--- src/rtl/bus_sequencer_pkg.sv ---
// Shared types and constants for the fetch/execute bus sequencer.
// No logic; consumed by the sequencer and its decoder.
// Bus source indices, opcode range and instruction field layout.
package bus_sequencer_pkg;

    typedef enum logic [2:0] {IDLE, T0, T1, MEMW, T2, T3, T4, T5} state_t;

    typedef struct packed {
        logic [4:0]  opcode;
        logic [3:0]  ra;
        logic [3:0]  rb;
        logic [3:0]  rc;
        logic [14:0] imm;
    } instr_t;

    // Bus source indices above the sixteen register outputs
    localparam int BUS_HI     = 16;
    localparam int BUS_LO     = 17;
    localparam int BUS_ZHI    = 18;
    localparam int BUS_ZLO    = 19;
    localparam int BUS_PC     = 20;
    localparam int BUS_MDR    = 21;
    localparam int BUS_INPORT = 22;
    localparam int BUS_C      = 23;

    localparam logic [4:0] OP_ADD = 5'd3;
    localparam logic [4:0] OP_SUB = 5'd4;
    localparam logic [4:0] OP_AND = 5'd5;
    localparam logic [4:0] OP_OR  = 5'd6;
    localparam logic [4:0] OP_SHR = 5'd7;
    localparam logic [4:0] OP_SHL = 5'd8;
    localparam logic [4:0] OP_ROR = 5'd9;
    localparam logic [4:0] OP_ROL = 5'd10;

    function automatic logic is_alu_op(input logic [4:0] op);
        return (op >= OP_ADD) && (op <= OP_ROL);
    endfunction

endpackage

--- src/rtl/bus_sequencer_reg_decoder_4to16.sv ---
// 4-bit register index to 16-bit one-hot select, gated by enable.
// Latency: combinational.
// Backpressure: none.
module reg_decoder_4to16 (
    input  logic [3:0]  idx,
    input  logic        en,
    output logic [15:0] onehot
);

    assign onehot = en ? (16'b1 << idx) : 16'b0;

endmodule

--- src/rtl/bus_sequencer.sv ---
// Fetch/execute control sequencer driving one-hot bus selects and datapath strobes.
// Latency: start to done is 7 cycles plus one per MEMW wait cycle.
// Backpressure: stalls in MEMW until mem_ready; start ignored while busy except in T5.
module bus_sequencer
    import bus_sequencer_pkg::*;
(
    input  logic        clock,
    input  logic        clear,
    input  logic        start,
    input  logic        mem_ready,
    input  logic [31:0] ir,
    output logic [23:0] bus_sel,
    output logic [15:0] r_in,
    output logic        pc_in,
    output logic        ir_in,
    output logic        mar_in,
    output logic        mdr_in,
    output logic        y_in,
    output logic        z_in,
    output logic        read,
    output logic        inc_pc,
    output logic [3:0]  alu_op,
    output logic        busy,
    output logic        done,
    output logic        illegal
);

    state_t      state_q, state_d;
    instr_t      instr;
    logic [7:0]  bus_hi;
    logic [15:0] bus_lo;
    logic        lo_en;
    logic [3:0]  lo_idx;
    logic        rin_en;
    logic        unused_imm;

    assign instr      = instr_t'(ir);
    assign unused_imm = ^instr.imm;

    reg_decoder_4to16 u_bus_dec (
        .idx    (lo_idx),
        .en     (lo_en),
        .onehot (bus_lo)
    );

    reg_decoder_4to16 u_rin_dec (
        .idx    (instr.ra),
        .en     (rin_en),
        .onehot (r_in)
    );

    assign bus_sel = {bus_hi, bus_lo};

    always_ff @(posedge clock or posedge clear) begin
        if (clear) state_q <= IDLE;
        else       state_q <= state_d;
    end

    always_comb begin
        state_d = state_q;
        bus_hi  = '0;
        lo_en   = 1'b0;
        lo_idx  = instr.rb;
        rin_en  = 1'b0;
        pc_in   = 1'b0;
        ir_in   = 1'b0;
        mar_in  = 1'b0;
        mdr_in  = 1'b0;
        y_in    = 1'b0;
        z_in    = 1'b0;
        read    = 1'b0;
        inc_pc  = 1'b0;
        alu_op  = '0;
        done    = 1'b0;
        illegal = 1'b0;
        busy    = (state_q != IDLE);
        case (state_q)
            IDLE: if (start) state_d = T0;
            T0: begin
                bus_hi[BUS_PC - 16] = 1'b1;
                mar_in  = 1'b1;
                inc_pc  = 1'b1;
                z_in    = 1'b1;
                state_d = T1;
            end
            T1: begin
                bus_hi[BUS_ZLO - 16] = 1'b1;
                pc_in   = 1'b1;
                read    = 1'b1;
                state_d = MEMW;
            end
            MEMW: begin
                read   = 1'b1;
                mdr_in = mem_ready;
                if (mem_ready) state_d = T2;
            end
            T2: begin
                bus_hi[BUS_MDR - 16] = 1'b1;
                ir_in   = 1'b1;
                state_d = T3;
            end
            T3: begin
                if (is_alu_op(instr.opcode)) begin
                    lo_en   = 1'b1;
                    lo_idx  = instr.rb;
                    y_in    = 1'b1;
                    state_d = T4;
                end else begin
                    illegal = 1'b1;
                    state_d = IDLE;
                end
            end
            T4: begin
                lo_en   = 1'b1;
                lo_idx  = instr.rc;
                z_in    = 1'b1;
                // Legal opcodes 3..10 all have bit 4 clear, so the low nibble suffices
                alu_op  = instr.opcode[3:0] - 4'd3;
                state_d = T5;
            end
            T5: begin
                bus_hi[BUS_ZLO - 16] = 1'b1;
                rin_en  = 1'b1;
                done    = 1'b1;
                state_d = start ? T0 : IDLE;
            end
            default: state_d = IDLE;
        endcase
    end

endmodule

--- config.mk ---
export PLATFORM = sky130hd
export DESIGN_NAME = bus_sequencer
export DESIGN_NICKNAME = d
export VERILOG_FILES = /design/src/rtl/bus_sequencer_pkg.sv /design/src/rtl/bus_sequencer_reg_decoder_4to16.sv /design/src/rtl/bus_sequencer.sv
export SDC_FILE = /design/constraint.sdc
export NUM_CORES = 1
export LEC_CHECK = 0
export BUFFER_PORTS_ARGS = -buffer_cell sky130_fd_sc_hd__buf_2
export CORE_AREA = 3 3 57 64
export CTS_CLUSTER_SIZE = 16
export DETAILED_ROUTE_END_ITERATION = 12
export DIE_AREA = 0 0 60 67
export PLACE_DENSITY_LB_ADDON = 0.25
export SYNTH_ARGS = -nofsm -noshare
export SYNTH_HDL_FRONTEND = slang
export SYNTH_SLANG_ARGS = --single-unit
--- constraint.sdc ---
create_clock -name clock -period 1.9 [get_ports clock]
set_input_delay 0 -clock clock [delete_from_list [all_inputs] [get_ports clock]]
set_output_delay 0 -clock clock [all_outputs]
set_load 0.01 [all_outputs]
==> results.py, run 1 <==
metrics = {
    "clock_network": {
        "root_buffer": "clkbuf_4",
        "cts_buffer_depth": 2,
        "clk_latency_ns": 0.23,
        "cts_tree": "yes",
        "cts_sinks": 3,
        "clk_pin_slew_ns": 0.04,
        "cts_buffers": 3,
        "cts-htree-levels": 1,
    },
    "final_layout": {
        "layout_commonest_cell": "buf_2",
        "drive_above_1_share_pct": 43.4,
        "num_antenna_cells": 0,
        "mostFrequentLayoutCells": "buf_2, nor2_1, nand2_1",
        "stdcell_count": 230,
        "synthToLayoutAreaGrowth_pct": 54.3,
        "largest_register_ffs": 3,
        "regArea_um2": 76.3,
        "multi_input_area_um2": 583,
        "top_regs": "state_q: 3 flops",
        "nNetsFinal": 235,
        "regMostFlops": "state_q",
        "nFillCells": 339,
    },
    "critical_path": {
        "critical-path-max-stage-delay_ns": 0.36,
        "worst_ep_required_time_ns": 1.90,
        "crit_type": "flip-flop to output pin",
        "startpoint_type": "flip-flop",
        "cp-end-kind": "output pin",
        "crit_slowest_cell": "o32a_4",
        "cp_max_fo": 10,
        "crit_chain": "buf_4 -> nand2b_1 -> or2_4 -> o32a_4 -> nor2_1 -> buf_2",
        "arrival_ns": 1.72,
    },
    "floorplanning": {
        "core.rowCount": 21,
        "core_um2": 3050,
        "start_util_pct": 24.6,
        "die_w_um": 60,
        "pin_count": 91,
        "die-area_um2": 4020,
        "die_y_um": 67,
    },
    "job": {
        "maxCapViolations": 0,
    },
    "timing": {
        "fin_setup_tns_ns": 0,
        "finClkSkew_ns": 0.00375,
        "slew_violations": 0,
        "grt_setup_unrepaired": "no",
        "fmax_mhz": 580,
        "period_needed_ns": 1.72,
        "fin_crit_sh_pct": 90.7,
        "hold_violations": 0,
        "setup_viol": 0,
    },
    "placement": {
        "place.port_buffers": 70,
        "hpwl_um": 1950,
        "place.gp.congestion": 0.739,
        "dp_cells": 223,
    },
    "synth": {
        "syn-cell-area_um2": 749,
        "ys_seq_area_share_pct": 10.0,
        "ys.warnings.count": 0,
        "ys_ff_latch": 3,
        "syn_area_per_cell_um2": 6.09,
        "synth_cells": 123,
        "yosys.cell_types.count": 27,
    },
    "drt": {
        "drcViolationCount": 0,
        "drtIter0Drc": 23,
        "num_vias": 1021,
        "wl_um": 2350,
        "wl_per_cell_um": 10.2,
        "drt_first_pass_iters": 4,
        "antenna_left": 0,
        "via_per_inst": 4.44,
    },
    "grt": {
        "grt_util_met1_pct": 12.8,
        "use_met3_pct": 2.52,
        "grt_pass1_vias": 867,
        "grt.overflow.total": 0,
        "gr-usage-met2_pct": 19.7,
        "grt_start_max_net_pins": 11,
        "grt_pass1_wl_um": 3570,
        "grt_most_used_layer": "met2",
        "grt_usage_pct": 11.3,
        "antenna_found_initial": 0,
    },
    "power": {
        "cellLeakagePower_nw": 0.691,
        "ir_drop_v": 0.000510,
        "powerDensity_nw_per_um2": 831,
    },
    "worst_hold_path": {
        "min_path_type": "input pin to flip-flop",
    },
    "run_status": {
        "status": "completed",
    },
}
## repair_timing
| action | CTS | global route |
|---|---|---|
| hold buffers | 1 | 0 |
| setup buffers | 0 | 2 |
| hold endpoints to repair | 3 | 0 |
| endpoints found under the setup margin | 0 | 16 |
| gates resized for setup | 0 | 2 |
## worst max-delay path, delay by kind of cell (launching register included)
family | cells | cell delay, ns
simple gates | 3 | 0.48
compound gates | 1 | 0.36
flops | 1 | 0.34
buf+inv | 2 | 0.30
## worst paths after layout
kind,depth (start not counted),slack (ns),end,start
max in group asynchronous,3,1.58,state_q[2]$_DFFE_PP0P_,clear
setup reg to reg,4,0.85,state_q[2]$_DFFE_PP0P_,state_q[2]$_DFFE_PP0P_
hold reg to reg,1,0.58,state_q[2]$_DFFE_PP0P_,state_q[2]$_DFFE_PP0P_
hold / removal,4,0.10,state_q[0]$_DFFE_PP0P_,mem_ready
setup / recovery,6,0.18,bus_sel[2],state_q[0]$_DFFE_PP0P_
min in group asynchronous,3,0.17,state_q[0]$_DFFE_PP0P_,clear
## synthesized netlist by cell type, drive strengths merged
cell	number	share of area, %
inv	8	4.0
buf	11	11
xnor2	1	1.2
o32a	2	6.0
nand2b	7	5.8
xor2	1	1.2
a211oi	1	1.0
a2111o	1	1.5
a21o	1	1.0
o211ai	1	1.0
nand3b	2	2.0
or3	2	1.7
a21oi	3	2.0
or2	1	1.2
ha	2	3.3
nor3	5	3.3
o21ai	6	4.0
a22oi	1	1.0
dfrtp	3	10
nor2	39	20
mux2	2	3.0
nand3	2	1.3
mux2i	4	5.3
conb	1	0.50
nor2b	1	0.84
nand2	15	7.5
## area by class of cell
class	instances	share of cell area (%)
inverter	8	2.60
clock buffer	4	2.27
timing repair buffer	76	34.4
tap	34	3.68
sequential	3	6.60
multi-input combinational	105	50.4
## power by group
part / total (W) / switching (W) / internal (W)
combinational: 0.000705 / 0.000404 / 0.000301
sequential: 0.000143 / 0.0000417 / 0.000101
clock: 0.000113 / 0.0000347 / 0.0000788
## per-stage QoR
stage | worst slack [ns] | total power, W | area [um^2] | utilization, % | hold slack, ns
4_1_cts | 0.0254 | 0.000956 | 1140 | 37.3 | 0.0931
2_1_floorplan | 0.522 | 0.000616 | 764 | - | -0.246
5_1_grt | 0.0406 | 0.00107 | 1160 | 37.9 | 0.120
3_5_place_dp | 0.291 | 0.000829 | 1100 | 36.1 | -0.130
3_3_place_gp | 0.300 | 0.000833 | 1100 | 36.1 | -0.132
6_report | 0.176 | 0.000961 | 1160 | 37.9 | 0.101
## cell families (layout without fill, tap and decap cells)
kind of cell | Yosys count | count (layout) | synth area share, %
multiplexers | 6 | 6 | 8.35
buffers and inverters | 19 | 88 | 14.7
adder cells (fa/ha/maj) | 2 | 2 | 3.34
flip-flops | 3 | 3 | 10.0
XOR/XNOR | 2 | 2 | 2.34
AND/OR/NAND/NOR | 74 | 74 | 43.2
other | 1 | 5 | 0.500
AO/OA/AOI/OAI | 16 | 16 | 17.5
## routing by layer
layer  up-vias  wire [um]
li1        538          -
met1       431        998
met2        50       1110
met3         2        223
met4         0         15
met5         -          0
Note: power is estimated with default switching activity, not from simulation.
==> run 2: changes to the inputs <==
CORE_AREA = 2 2 56 63   (was 3 3 57 64)
DIE_AREA = 0 0 58 65   (was 0 0 60 67)
==> results.py, run 2 (same netlist as run 1, synthesis figures left out) <==
metrics = {
    "critical_path": {
        "worst_ep_required_time_ns": 1.90,
        "reg2reg_slack_ns": 0.87,
        "critical-path-max-stage-delay_ns": 0.46,
        "cp_max_fo": 11,
        "cp-end-kind": "output pin",
        "crit_type": "flip-flop to output pin",
        "rr_endpoint": "state_q[1]$_DFFE_PP0P_",
        "crit_slowest_cell": "dfrtp_2",
        "startpoint_type": "flip-flop",
        "r2r_cells": 5,
        "arrival_ns": 1.78,
        "reg2reg_from": "state_q[0]$_DFFE_PP0P_",
        "crit_chain": "nand2b_1 -> or2_4 -> o32a_4 -> nor2_1 -> buf_2",
    },
    "floorplanning": {
        "core_um2": 3190,
        "core.rowCount": 22,
        "pin_count": 91,
        "die_y_um": 65,
        "die-area_um2": 3770,
        "die_w_um": 58,
        "start_util_pct": 23.5,
    },
    "grt": {
        "grt_usage_pct": 12.1,
        "antenna_found_initial": 0,
        "grt_pass1_wl_um": 3730,
        "grt.overflow.total": 0,
        "grt_pass1_vias": 916,
        "grt_start_max_net_pins": 12,
    },
    "drt": {
        "antenna_left": 0,
        "drt_first_pass_iters": 4,
        "num_vias": 1011,
        "drcViolationCount": 0,
        "wl_um": 2240,
        "via_per_inst": 4.38,
        "wl_per_cell_um": 9.68,
        "drtIter0Drc": 40,
    },
    "timing": {
        "period_needed_ns": 1.78,
        "hold_violations": 0,
        "slew_violations": 0,
        "slew_headroom_pct": 66.5,
        "fin_crit_sh_pct": 93.6,
        "fin_setup_tns_ns": 0,
        "fmax_mhz": 562,
        "setup_viol": 0,
        "grt_setup_unrepaired": "no",
        "tightest_slew_ns": 0.501,
        "finClkSkew_ns": 0.00365,
    },
    "clock_network": {
        "cts_sinks": 3,
        "cts-htree-levels": 1,
        "cts_buffer_depth": 2,
        "cts_buffers": 3,
        "root_buffer": "clkbuf_4",
        "cts_tree": "yes",
        "clk_latency_ns": 0.24,
        "clk_pin_slew_ns": 0.04,
    },
    "final_layout": {
        "fin_util_pct": 35.9,
        "layout_commonest_cell": "buf_2",
        "top_regs": "state_q: 3 flops",
        "drive_above_1_share_pct": 42.6,
        "num_antenna_cells": 0,
        "mostFrequentLayoutCells": "buf_2, nor2_1, nand2_1",
        "nNetsFinal": 234,
        "largest_register_ffs": 3,
        "stdcell_count": 231,
        "synthToLayoutAreaGrowth_pct": 53.1,
        "nFillCells": 375,
        "regMostFlops": "state_q",
    },
    "placement": {
        "dp_cells": 225,
        "place.gp.congestion": 0.761,
        "place.port_buffers": 70,
        "hpwl_um": 1880,
    },
    "run_status": {
        "status": "completed",
    },
    "job": {
        "maxCapViolations": 0,
    },
    "power": {
        "cellLeakagePower_nw": 0.693,
        "ir_drop_v": 0.000483,
        "powerDensity_nw_per_um2": 822,
    },
    "worst_hold_path": {
        "hold-path-cell-count": 4,
        "min_path_type": "input pin to flip-flop",
        "hold_end": "state_q[0]$_DFFE_PP0P_",
        "worstHoldStart": "mem_ready",
    },
}
[run 2: through the flow]
stage | hold WS [ns] | setup slack (ns) | instance area (um^2) | total power [W]
2_1_floorplan | -0.246 | 0.522 | 764 | 0.000616
3_3_place_gp | -0.136 | 0.226 | 1100 | 0.000829
3_5_place_dp | -0.137 | 0.239 | 1100 | 0.000826
4_1_cts | 0.0984 | 0.0709 | 1150 | 0.000952
5_1_grt | 0.148 | 0.00978 | 1150 | 0.00104
6_report | 0.101 | 0.122 | 1150 | 0.000943
[run 2: cell type report]
class	count	area, um^2	share of cell area (%)
clock buffers	4	26.3	2.29
well taps	36	45.0	3.93
multi-input cells	105	579	50.5
flip-flops and latches	3	76.3	6.65
repair buffers	75	390	34.0
inverters	8	30.0	2.62
[run 2: routing by layer]
metal	wire [um]	up-vias	GRT usage [%]
met4	19	0	3.49
met2	1040	53	22.4
met1	927	424	13.5
met3	245	2	2.40
met5	0	-	0
li1	-	532	-
[run 2: worst max path at each step]
stage	slack, ns	endpoint	cells past startpoint	from
2_1_floorplan	0.52	bus_sel[15]	6	state_q[0]$_DFFE_PP0P_
3_3_place_gp	0.23	bus_sel[9]	5	state_q[1]$_DFFE_PP0P_
3_5_place_dp	0.24	bus_sel[12]	5	state_q[1]$_DFFE_PP0P_
4_1_cts	0.07	bus_sel[12]	5	state_q[1]$_DFFE_PP0P_
5_1_grt	0.01	bus_sel[14]	5	state_q[1]$_DFFE_PP0P_
6_report	0.12	bus_sel[12]	5	state_q[1]$_DFFE_PP0P_
[run 2: where the power goes]
part / switching [W] / internal [W] / leakage, nW
Combinational: 0.000395 / 0.000292 / 0.642
Clock: 0.0000349 / 0.0000788 / 0.0150
Sequential: 0.0000417 / 0.000101 / 0.0355
[run 2: critical path, delay by kind of cell, from the launching register on]
kind	cells	cell delay [ns]
AND/OR/NAND/NOR	3	0.59
buffers and inverters	1	0.14
AO/OA/AOI/OAI	1	0.36
flip-flops	1	0.46
[run 2: timing repair]
action                                 4_1_cts  5_1_grt
gates resized for setup                      0        1
pin swaps                                    1        0
buffers inserted                             1        0
hold buffers                                 1        0
setup endpoints to repair                   15       14
endpoints found under the hold margin        3        0
